==> src/rtl/mole_game_if.sv <==
// Signal bundle between the whack-a-mole core and its surroundings (RNG, buttons, display).
// The game side (stimulus, RNG, buttons) is master; the engine is slave.
interface mole_game_if #(
   parameter int N_TGT   = 7,
   parameter int SCORE_W = 8,
   parameter int LEVEL_W = 2
);
   logic               start;
   logic               tick;
   logic [N_TGT-1:0]   btn;
   logic [N_TGT-1:0]   rnd;
   logic [N_TGT-1:0]   target;
   logic [N_TGT-1:0]   lockout;
   logic [SCORE_W-1:0] score;
   logic [LEVEL_W-1:0] level;
   logic [3:0]         misses;
   logic               hit_pulse;
   logic               miss_pulse;
   logic               busy;
   logic               game_over;

   modport master (
      output start, tick, btn, rnd,
      input  target, lockout, score, level, misses,
      input  hit_pulse, miss_pulse, busy, game_over
   );

   modport slave (
      input  start, tick, btn, rnd,
      output target, lockout, score, level, misses,
      output hit_pulse, miss_pulse, busy, game_over
   );
endinterface

==> src/rtl/mole_game_core.sv <==
// Whack-a-mole engine: lights a multi-target pattern per round, collects rising-edge hits,
// and runs tick-gated game/round timers with score, level and miss tracking.
module mole_game_core #(
   parameter int N_TGT      = 7,
   parameter int SCORE_W    = 8,
   parameter int TMR_W      = 16,
   parameter int GAME_TICKS = 60000,
   parameter int ROUND_T0   = 5000,
   parameter int ROUND_STEP = 1000,
   parameter int ROUND_MIN  = 2000,
   parameter int LEVEL_HITS = 5,
   parameter int LEVEL_MAX  = 3,
   parameter int MAX_LIT    = 4,
   parameter int MISS_LIMIT = 3
) (
   input  logic        clk,
   input  logic        rst_n,
   mole_game_if.slave  bus
);

   localparam int LEVEL_W = (LEVEL_MAX < 1) ? 1 : $clog2(LEVEL_MAX + 1);

   localparam logic [TMR_W-1:0]   GAME_LOAD    = TMR_W'(GAME_TICKS);
   localparam logic [LEVEL_W-1:0] LEVEL_TOP    = LEVEL_W'(LEVEL_MAX);
   localparam logic [SCORE_W-1:0] HITS_PER_LVL = SCORE_W'(LEVEL_HITS);
   localparam logic [3:0]         MISS_CAP     = 4'(MISS_LIMIT);

   localparam logic signed [TMR_W+1:0] T0_S   = (TMR_W+2)'(ROUND_T0);
   localparam logic signed [TMR_W+1:0] STEP_S = (TMR_W+2)'(ROUND_STEP);
   localparam logic signed [TMR_W+1:0] MIN_S  = (TMR_W+2)'(ROUND_MIN);

   typedef enum logic [1:0] {
      S_IDLE,
      S_ARM,
      S_WAIT,
      S_OVER
   } state_t;

   state_t             state, state_nx;
   logic [N_TGT-1:0]   btn_q;
   logic [N_TGT-1:0]   tgt_q;
   logic [N_TGT-1:0]   hit_mask;
   logic [N_TGT-1:0]   lock_q;
   logic [SCORE_W-1:0] score_q;
   logic [LEVEL_W-1:0] level_q;
   logic [3:0]         misses_q;
   logic [TMR_W-1:0]   game_cnt;
   logic [TMR_W-1:0]   round_cnt;
   logic               hit_p;
   logic               miss_p;

   logic [N_TGT-1:0]   rise;
   logic [N_TGT-1:0]   hits_now;
   logic               in_wait;
   logic               complete;
   logic               expire;
   logic               game_end;
   logic               miss_stop;
   logic               level_up;
   logic [SCORE_W-1:0] score_inc;
   logic [3:0]         misses_inc;

   function automatic logic [SCORE_W-1:0] sat_inc_score(input logic [SCORE_W-1:0] s);
      return (&s) ? s : s + SCORE_W'(1);
   endfunction

   function automatic logic [3:0] sat_inc_miss(input logic [3:0] m);
      return (&m) ? m : m + 4'd1;
   endfunction

   // Signed, two bits wider than the timer so a large level*step cannot wrap below the floor.
   function automatic logic [TMR_W-1:0] round_load(input logic [LEVEL_W-1:0] lvl);
      logic signed [TMR_W+1:0] lvl_s;
      logic signed [TMR_W+1:0] dur;
      lvl_s = signed'((TMR_W+2)'(lvl));
      dur   = T0_S - lvl_s * STEP_S;
      if (dur < MIN_S) return MIN_S[TMR_W-1:0];
      return dur[TMR_W-1:0];
   endfunction

   function automatic int lit_count(input logic [LEVEL_W-1:0] lvl);
      int n;
      n = int'(lvl) + 1;
      if (n > MAX_LIT) n = MAX_LIT;
      return n;
   endfunction

   // Take lowest-index random bits first, then pad with lowest-index clear bits.
   function automatic logic [N_TGT-1:0] pick_pattern(input logic [N_TGT-1:0] r, input int nl);
      logic [N_TGT-1:0] p;
      int               c;
      p = '0;
      c = 0;
      for (int i = 0; i < N_TGT; i++) begin
         if (r[i] && (c < nl)) begin
            p[i] = 1'b1;
            c++;
         end
      end
      for (int i = 0; i < N_TGT; i++) begin
         if (!p[i] && (c < nl)) begin
            p[i] = 1'b1;
            c++;
         end
      end
      return p;
   endfunction

   always_ff @(posedge clk or negedge rst_n) begin
      if (!rst_n) state <= S_IDLE;
      else        state <= state_nx;
   end

   always_comb begin
      state_nx   = state;
      in_wait    = (state == S_WAIT);
      rise       = bus.btn & ~btn_q & ~lock_q;
      hits_now   = hit_mask | (rise & tgt_q);
      complete   = in_wait && (hits_now == tgt_q);
      expire     = in_wait && !complete && (round_cnt == '0);
      game_end   = in_wait && (game_cnt == '0);
      score_inc  = sat_inc_score(score_q);
      misses_inc = sat_inc_miss(misses_q);
      miss_stop  = (MISS_LIMIT != 0) && (misses_inc == MISS_CAP);
      level_up   = (score_inc != '0) && ((score_inc % HITS_PER_LVL) == '0) &&
                   (level_q < LEVEL_TOP);
      case (state)
         S_IDLE, S_OVER: if (bus.start) state_nx = S_ARM;
         S_ARM:          state_nx = S_WAIT;
         S_WAIT: begin
            if (complete)      state_nx = game_end ? S_OVER : S_ARM;
            else if (expire)   state_nx = (game_end || miss_stop) ? S_OVER : S_ARM;
            else if (game_end) state_nx = S_OVER;
         end
         default:        state_nx = S_IDLE;
      endcase
   end

   always_ff @(posedge clk or negedge rst_n) begin
      if (!rst_n) begin
         btn_q     <= '0;
         tgt_q     <= '0;
         hit_mask  <= '0;
         lock_q    <= '0;
         score_q   <= '0;
         level_q   <= '0;
         misses_q  <= '0;
         game_cnt  <= GAME_LOAD;
         round_cnt <= '0;
         hit_p     <= 1'b0;
         miss_p    <= 1'b0;
      end else begin
         btn_q  <= bus.btn;
         hit_p  <= 1'b0;
         miss_p <= 1'b0;
         case (state)
            S_IDLE, S_OVER: begin
               if (bus.start) begin
                  score_q  <= '0;
                  level_q  <= '0;
                  misses_q <= '0;
                  game_cnt <= GAME_LOAD;
               end
            end
            S_ARM: begin
               tgt_q     <= pick_pattern(bus.rnd, lit_count(level_q));
               hit_mask  <= '0;
               lock_q    <= '0;
               round_cnt <= round_load(level_q);
               if (bus.tick && (game_cnt != '0)) game_cnt <= game_cnt - TMR_W'(1);
            end
            S_WAIT: begin
               if (bus.tick) begin
                  if (game_cnt != '0)  game_cnt  <= game_cnt - TMR_W'(1);
                  if (round_cnt != '0) round_cnt <= round_cnt - TMR_W'(1);
               end
               // Any way out of the round drops the per-round masks.
               if (complete || expire || game_end) begin
                  hit_mask <= '0;
                  lock_q   <= '0;
               end else begin
                  hit_mask <= hits_now;
                  lock_q   <= lock_q | (rise & ~tgt_q);
               end
               if (complete) begin
                  score_q <= score_inc;
                  hit_p   <= 1'b1;
                  if (level_up) level_q <= level_q + LEVEL_W'(1);
               end else if (expire) begin
                  misses_q <= misses_inc;
                  miss_p   <= 1'b1;
               end
            end
            default: ;
         endcase
      end
   end

   assign bus.target     = (state == S_WAIT) ? tgt_q : '0;
   assign bus.lockout    = lock_q;
   assign bus.score      = score_q;
   assign bus.level      = level_q;
   assign bus.misses     = misses_q;
   assign bus.hit_pulse  = hit_p;
   assign bus.miss_pulse = miss_p;
   assign bus.busy       = (state == S_ARM) || (state == S_WAIT);
   assign bus.game_over  = (state == S_OVER);

endmodule

==> src/flat_wrapper.sv <==
// flat-port wrapper written by rule: the top's interface ports become plain ports
module mole_game_core_flat 
#(
   parameter int N_TGT      = 7,
   parameter int SCORE_W    = 8,
   parameter int TMR_W      = 16,
   parameter int GAME_TICKS = 60000,
   parameter int ROUND_T0   = 5000,
   parameter int ROUND_STEP = 1000,
   parameter int ROUND_MIN  = 2000,
   parameter int LEVEL_HITS = 5,
   parameter int LEVEL_MAX  = 3,
   parameter int MAX_LIT    = 4,
   parameter int MISS_LIMIT = 3
)
  (clk, rst_n, bus_start, bus_tick, bus_btn, bus_rnd, bus_target, bus_lockout, bus_score, bus_level, bus_misses, bus_hit_pulse, bus_miss_pulse, bus_busy, bus_game_over);
  mole_game_if #(.N_TGT(N_TGT), .SCORE_W(SCORE_W), .LEVEL_W(2)) bus_i ();
  input  logic clk;
  input  logic rst_n;
  input wire logic [$bits(bus_i.start)-1:0] bus_start;
  input wire logic [$bits(bus_i.tick)-1:0] bus_tick;
  input wire logic [$bits(bus_i.btn)-1:0] bus_btn;
  input wire logic [$bits(bus_i.rnd)-1:0] bus_rnd;
  output wire logic [$bits(bus_i.target)-1:0] bus_target;
  output wire logic [$bits(bus_i.lockout)-1:0] bus_lockout;
  output wire logic [$bits(bus_i.score)-1:0] bus_score;
  output wire logic [$bits(bus_i.level)-1:0] bus_level;
  output wire logic [$bits(bus_i.misses)-1:0] bus_misses;
  output wire logic [$bits(bus_i.hit_pulse)-1:0] bus_hit_pulse;
  output wire logic [$bits(bus_i.miss_pulse)-1:0] bus_miss_pulse;
  output wire logic [$bits(bus_i.busy)-1:0] bus_busy;
  output wire logic [$bits(bus_i.game_over)-1:0] bus_game_over;
  assign bus_i.start = bus_start;
  assign bus_i.tick = bus_tick;
  assign bus_i.btn = bus_btn;
  assign bus_i.rnd = bus_rnd;
  assign bus_target = bus_i.target;
  assign bus_lockout = bus_i.lockout;
  assign bus_score = bus_i.score;
  assign bus_level = bus_i.level;
  assign bus_misses = bus_i.misses;
  assign bus_hit_pulse = bus_i.hit_pulse;
  assign bus_miss_pulse = bus_i.miss_pulse;
  assign bus_busy = bus_i.busy;
  assign bus_game_over = bus_i.game_over;
  mole_game_core #(.N_TGT(N_TGT), .SCORE_W(SCORE_W), .TMR_W(TMR_W), .GAME_TICKS(GAME_TICKS), .ROUND_T0(ROUND_T0), .ROUND_STEP(ROUND_STEP), .ROUND_MIN(ROUND_MIN), .LEVEL_HITS(LEVEL_HITS), .LEVEL_MAX(LEVEL_MAX), .MAX_LIT(MAX_LIT), .MISS_LIMIT(MISS_LIMIT)) u_core (.clk(clk), .rst_n(rst_n), .bus(bus_i));
endmodule
==> config.mk <==
export PLATFORM = sky130hd
export DESIGN_NAME = mole_game_core_flat
export DESIGN_NICKNAME = d
export VERILOG_FILES = /design/src/rtl/mole_game_if.sv /design/src/rtl/mole_game_core.sv /design/src/flat_wrapper.sv
export SDC_FILE = /design/constraint.sdc
export NUM_CORES = 1
export LEC_CHECK = 0
export CAP_MARGIN = 20
export CORE_MARGIN = 2
export CORE_UTILIZATION = 45
export DETAILED_ROUTE_END_ITERATION = 6
export PLACE_DENSITY = 0.76
export RECOVER_POWER = 100
export SLEW_MARGIN = 40
export SYNTH_ARGS = -nofsm -noshare
export SYNTH_HDL_FRONTEND = slang
export SYNTH_SLANG_ARGS = --single-unit
==> constraint.sdc <==
create_clock -name clk -period 20.9 [get_ports clk]
set_clock_uncertainty 0.05 [all_clocks]
set_input_delay 3.135 -clock clk [delete_from_list [all_inputs] [get_ports clk]]
set_output_delay 3.135 -clock clk [all_outputs]
set_load 0.01 [all_outputs]
Yosys cells after proc, flatten, opt, wreduce, memory -nomap -nowiden

Index checks and enable logic that the tools add are counted.
W data, S select, Z words.

Output and inout bits: 32
Register bits after elaboration: 78
RAM bits: 0
Memories: 0
ROM bits: 0
Logic and storage cells: 216
Latch bits: 0
Input bits: 18

$lt $le $gt $ge: 17
Multipliers: 1
Equality and inequality tests: 15
Divide/modulo/power cells: 1
$add $sub $neg: 19
Bitwise operators: 9
Mux-type cells: 91
Shift operators: 0
Reduce and logical (&&, ||, !) cells: 51

Operators with widths:

| operator                 | number |
|---|---|
| $mux W32                 | 27 |
| $lt A32 B32 Y1           | 13 |
| $add A32 B2 Y32 const B  | 12 |
| $mux W16                 | 8 |
| $pmux W16 S3             | 1 |
| $gt A32 B4 Y1 const B    | 1 |
| $logic_not A16 Y1        | 2 |
| $lt A1 B32 Y1 const A    | 1 |
| $pmux W16 S2             | 1 |
| $reduce_bool A16 Y1      | 2 |
| $sub A16 B1 Y16 const B  | 2 |
| $mux W1                  | 29 |
| $and A7 B7 Y7            | 4 |
| $pmux W7 S2              | 2 |
| $mux W8                  | 3 |
| $logic_and A1 B1 Y1      | 21 |
| $mux W7                  | 3 |
| $not A7 Y7               | 3 |
| $lt A18 B12 Y1 const B   | 1 |
| $mux W2                  | 9 |
| $sub A14 B18 Y18 const A | 1 |
| $mux W4                  | 4 |
| $ne A2 B2 Y1 const B     | 8 |
| $pmux W8 S2              | 1 |
| other kinds (28)         | 45 |

Logic depth before layout (Yosys ltp)

Gate-level depths: netlist of the first run.

Depth after elaboration: 59
Mapped depth: 86
Gate-level depth less buffers: 83

Worst setup path before layout of the first run

Ideal clock, no wire load.

Kind: input -> register
Start: input bus_rnd[0]
End: register u_core.tgt_q[6]
Buffers on the path: 1
Arrival: 19086 ps
Path slack: 1670 ps
Cell stages on the path: 79
Setup time: 94 ps
Data required time: 20756 ps
Path through: nor2_1 > o31ai_1 > inv_1 > ha_1 > ha_1 > o21bai_1 > o21ai_0 > o221a_2 > inv_1 > ha_1 > or2_1 > a211oi_1 > a211oi_1 > a211oi_4 > inv_2 > ha_1 > nand2_1 > a221o_1 > [43 not listed] > ha_1 > o21a_1 > o21ai_0 > nand2b_1 > a2111oi_4 > nand2_1 > xnor2_1 > ha_1 > or3_1 > a41oi_2 > and2_4 > mux2_4 > ha_1 > o21ai_0 > nor2_1 > a311oi_1 > a211oi_1 > a211oi_1

Cells in the longest elaborated chain, start to end: 54
Elaborated cells between the ends (all ways): 87

Ends and longest elaborated chain:

| element                | line                  | source |
|---|---|---|
| start: declaration     | flat_wrapper.sv:23    | `input wire logic [$bits(bus_i.rnd)-1:0] bus_rnd;` |
| $logic_and A1 B1 Y1 *  | mole_game_core.sv:95  | `if (r[i] && (c < nl)) begin` |
| $mux W1                | mole_game_core.sv:95  |  |
| $mux W32               | mole_game_core.sv:156 | `case (state)` |
| $lt A32 B32 Y1         | mole_game_core.sv:95  |  |
| $logic_and A1 B1 Y1    | mole_game_core.sv:95  |  |
| $mux W32               | mole_game_core.sv:95  |  |
| $mux W32               | mole_game_core.sv:156 |  |
| $lt A32 B32 Y1         | mole_game_core.sv:95  |  |
| [38 not listed]        | n/a                   |  |
| $mux W32               | mole_game_core.sv:156 |  |
| $lt A32 B32 Y1         | mole_game_core.sv:101 | `if (!p[i] && (c < nl)) begin` |
| $logic_and A1 B1 Y1    | mole_game_core.sv:101 |  |
| $mux W32               | mole_game_core.sv:101 |  |
| $mux W32               | mole_game_core.sv:156 |  |
| $lt A32 B32 Y1         | mole_game_core.sv:101 |  |
| $logic_and A1 B1 Y1    | mole_game_core.sv:101 |  |
| $mux W1 *              | mole_game_core.sv:101 |  |
| end signal: assignment | mole_game_core.sv:166 | `tgt_q <= pick_pattern(bus.rnd, lit_count(level_q));` |
| end: declaration       | mole_game_core.sv:41  | `logic [N_TGT-1:0] tgt_q;` |

Every way passes the cells marked *; elsewhere a longest branch is shown, timed or not. The select of a mux whose other input is x is not followed.
A chain may end at the register's enable or synchronous reset.

Worst setup path in the final report of the first run

Same ends and word-level chain as after synthesis.

==> impl_metrics.yaml, run 1 <==
outcome:
  status: "finished with violations"
  violations_in_the_final_reports: "capacitance limit, slew limit"
clock_tree:
  tritoncts_buffer_count: 9
  clock_tree.htree_level_count: 3
  worst_skew_pair.late_latency_ns: 0.34
  buffer_levels_on_the_longest_clock_path: 2
  cts_root_buffer: "sky130_fd_sc_hd__clkbuf_16"
  post_cts_hold_buffer_count: 0
  clk_pin_slew_ns: 0.06
  clkSinkCount: 78
  tritoncts: "done"
worst_setup_path:
  cp-startpoint: "bus_rnd[0]"
  path_max_fanout: 6
  critical_path.startpoint_type: "input port"
  crit-reg2reg-capture: "u_core.tgt_q[6]$_DFFE_PN0P_"
  setup.worst_path.end_class: "flop"
  crit_path_top_delay_cell: "sky130_fd_sc_hd__clkdlybuf4s50_1"
  cpMostUsedCell: "sky130_fd_sc_hd__ha_1"
  timing.critical_path.required_ns: 21.10
  endpoint_arrival_time_on_the_critical_path_ns: 19.86
  r2r_cells: 81
  timing.rr.start: "u_core.bus.level[0]$_DFFE_PN0P_"
  max_stage_delay_ns: 0.59
  crit_type: "in -> reg"
  rrSetupSlack_ns: 2.83
synthesis:
  number_of_enable_flip_flop_cells_after_synthesis: 0
  synth_seq_cells: 78
  syn_area_sq_um: 7310
  seq_area_frac_synth_pct: 26.8
  synth.yosys.warnings: 0
  yosys_most_used_dff: "sky130_fd_sc_hd__dfrtp_1"
  asyncSetResetFlopFracSynth_pct: 100
  syn_inst: 899
  synth.lib_cells_used.distinct: 98
  number_of_nets_produced_by_synthesis: 971
  synth.avg_cell_area_sq_um: 8.13
sta:
  timing.final.max_slew_violations: 79
  peak_clock_frequency_supported_by_timing_mhz: 50.9
  setup-violations-final: 0
  hold_violations: 0
  layout_worst_path_cycle_share_pct: 94.1
  maxSlewHeadroom_pct: -173
  finalSetupTns_ns: 0
  layout_min_cycle_time_ns: 19.66
  worst_pin_slew_ns: 4.09
route:
  detail_route.drc_violations: 0
  drt_first_iter_violations: 558
  wl_per_cell_microns: 15.4
  wirelength_mm: 18.1
  drtPass1Iterations: 6
  routed_via_density: 5.94
  postRouteAntennaNets: 0
  total_via_count_after_detailed_routing: 6967
floorplan:
  placement_rows: 46
  boundaryPins: 50
  fp.dieH_microns: 131
  core_box_area_sq_um: 15900
  initial_utilization_pct: 46.0
  die_w_microns: 131
  die-area_sq_um: 17300
grt:
  globalRoute.totalOverflow: 0
  grt_max_degree: 79
  first_global_vias: 6245
  globalRouteTotalUtil_pct: 20.1
  global_route_wire_length_before_repair_mm: 29.7
  grt_antenna_before_repair: 0
place:
  hpwl_mm: 13.3
  routabilityCongestion: 0.943
  port_buffers: 49
hold_path:
  worstHoldPathType: "reg -> reg"
  worst_hold_path.num_cells: 1
  worst_hold_startpoint: "u_core.game_cnt[0]$_DFFE_PN0P_"
  hold_end: "u_core.game_cnt[0]$_DFFE_PN0P_"
final_layout:
  antenna_cells: 0
  n_fill_cell: 1455
  post_route_cells_drive_above_1_share_pct: 11.0
  area_delta_synth_final_pct: 16.1
  final_nets: 1023
run:
  timing.max_cap.violations: 1
[timing repair]
action	CTS	global route
setup endpoints to repair	1	2
hold endpoints to repair	0	0
pin swaps	1	10
setup buffers	0	8
gates resized for setup	1	19
[registers in the layout, summed over array words and instances (netlist names)]
name,count
u_core.game_cnt,16
u_core.bus.misses,4
u_core.btn_q,7
u_core.bus.miss_pulse,1
u_core.hit_mask,7
u_core.state,2
u_core.round_cnt,16
u_core.bus.lockout,7
u_core.bus.hit_pulse,1
u_core.bus.level,2
u_core.tgt_q,7
u_core.bus.score,8
[critical path, delay by kind of cell]
kind                       cells  cell delay [ns]
AOI/OAI and AO/OA             31             5.86
and+or+nand+nor               24             4.43
adders and majority gates     13             3.43
muxes                          4             1.42
buffers and inverters          6             1.13
xor gates and xnor gates       2             0.46
[per-stage QoR]
| step | hold WS [ns] | setup slack [ns] | area, sq um | util [%] | cells |
|---|---|---|---|---|---|
| after floorplan | 0.412 | 1.67 | 7310 | - | 899 |
| after global placement | 0.435 | 0.285 | 8030 | 50.6 | 1148 |
| after detailed placement | 0.446 | -0.291 | 8040 | 50.6 | 1148 |
| after CTS | 0.464 | 0.0804 | 8340 | 52.5 | 1164 |
| after global routing | 0.490 | -0.0530 | 8490 | 53.4 | 1172 |
| final | 0.465 | 1.24 | 8490 | 53.4 | 1172 |
[synthesized netlist by cell type (4+ instances only)]
library cell                number  area (sq um)
sky130_fd_sc_hd__nand3_1        20           100
sky130_fd_sc_hd__nand4_1        10          62.6
sky130_fd_sc_hd__o211a_1         5          50.1
sky130_fd_sc_hd__nor2_1        107           402
sky130_fd_sc_hd__or2_2           4          25.0
sky130_fd_sc_hd__dfrtp_1        71          1780
sky130_fd_sc_hd__o31a_1          5          43.8
sky130_fd_sc_hd__and4_1          4          35.0
sky130_fd_sc_hd__mux2_2          8          90.1
sky130_fd_sc_hd__o21a_1          8          60.1
sky130_fd_sc_hd__nor4b_1         6          52.6
sky130_fd_sc_hd__or3_1           5          31.3
sky130_fd_sc_hd__dfstp_2         7           184
sky130_fd_sc_hd__o2111ai_1       5          43.8
sky130_fd_sc_hd__a211o_1         6          52.6
sky130_fd_sc_hd__o21bai_1        4          30.0
sky130_fd_sc_hd__clkbuf_1       18          67.6
sky130_fd_sc_hd__o211ai_1        9          67.6
sky130_fd_sc_hd__ha_1           54           676
sky130_fd_sc_hd__inv_2           5          18.8
sky130_fd_sc_hd__a211oi_1        9          67.6
sky130_fd_sc_hd__a22o_1          5          43.8
sky130_fd_sc_hd__o221ai_1        5          43.8
sky130_fd_sc_hd__xnor2_1        21           184
sky130_fd_sc_hd__o21ai_1         7          35.0
sky130_fd_sc_hd__inv_1          45           169
sky130_fd_sc_hd__a22oi_1         4          30.0
sky130_fd_sc_hd__nand3b_1        5          37.5
sky130_fd_sc_hd__or4_1           5          37.5
sky130_fd_sc_hd__and2_1         18           113
sky130_fd_sc_hd__xor2_1         11          96.3
sky130_fd_sc_hd__buf_2           4          20.0
sky130_fd_sc_hd__a21oi_1        46           230
sky130_fd_sc_hd__nand2b_1       16           100
sky130_fd_sc_hd__mux2i_1         7          70.1
sky130_fd_sc_hd__nor2b_1        12          75.1
sky130_fd_sc_hd__nor3_1         28           140
sky130_fd_sc_hd__nor4_1          9          56.3
sky130_fd_sc_hd__a31oi_1        16           100
sky130_fd_sc_hd__o31ai_1         9          67.6
sky130_fd_sc_hd__o21ai_0        55           275
sky130_fd_sc_hd__a21o_1         14           105
sky130_fd_sc_hd__nand2_1        83           312
sky130_fd_sc_hd__and3_1         20           125
[kinds of logic (layout without fill, tap and decap cells)]
kind of cell	count (synthesis)	in the layout	share of synthesized area [%]
compound gates	268	268	26.6
xor+xnor	37	37	5.12
fa+ha+maj	54	54	9.24
buf+inv	75	132	4.00
flops	78	78	26.8
mux	16	16	2.40
simple gates	371	371	25.8
[metal layers]
layer / GRT usage, % / vias up / part of all wire (%)
met2: 33.4 / 185 / 48
met3: 2.39 / 29 / 4.1
met4: 5.92 / 0 / 1.7
li1: - / 3437 / -
met1: 27.6 / 3316 / 46
met5: 0 / - / 0
[area by class of cell]
type	count	area, sq um	share of cell area [%]
clock inverters	7	77.6	0.914
well taps	216	270	3.18
multi-input cells	746	5160	60.7
clock buffers	9	225	2.65
flip-flops and latches	78	1960	23.1
repair buffers	65	604	7.12
inverters	51	194	2.28
[cells in the final DEF (no fill, tap or decap), drive strengths merged, types with 16 or more instances in the layout]
cell         instances
dfrtp               71
nand2b              16
dlygate4sd3         37
a31oi               19
and2                19
nand3               20
o21ai               62
and3                21
a21oi               48
nand2               84
xnor2               24
nor3                28
ha                  54
nor2               107
buf                 16
inv                 55
[worst max path at each step]
| stage | end | slack, ns | cells after the start |
|---|---|---|---|
| after floorplan | u_core.tgt_q[6]$_DFFE_PN0P_ | 1.67 | 79 |
| after global placement | u_core.tgt_q[6]$_DFFE_PN0P_ | 0.28 | 77 |
| after detailed placement | u_core.tgt_q[6]$_DFFE_PN0P_ | -0.29 | 77 |
| after CTS | u_core.tgt_q[6]$_DFFE_PN0P_ | 0.08 | 77 |
| after global routing | u_core.tgt_q[6]$_DFFE_PN0P_ | -0.05 | 79 |
| final | u_core.tgt_q[6]$_DFFE_PN0P_ | 1.24 | 80 |
Power of run 1 is left out: the tool's default activity adds up to more than one toggle a clock period on the data nets, which glitch-free logic cannot reach.
==> run 2: changes to the inputs <==
CAP_MARGIN = 10   (was 20)
==> results of run 2 <==
Same layout as run 1: the final DEF is identical, and so are final timing and power.
Power of run 2 is left out for the same reason.
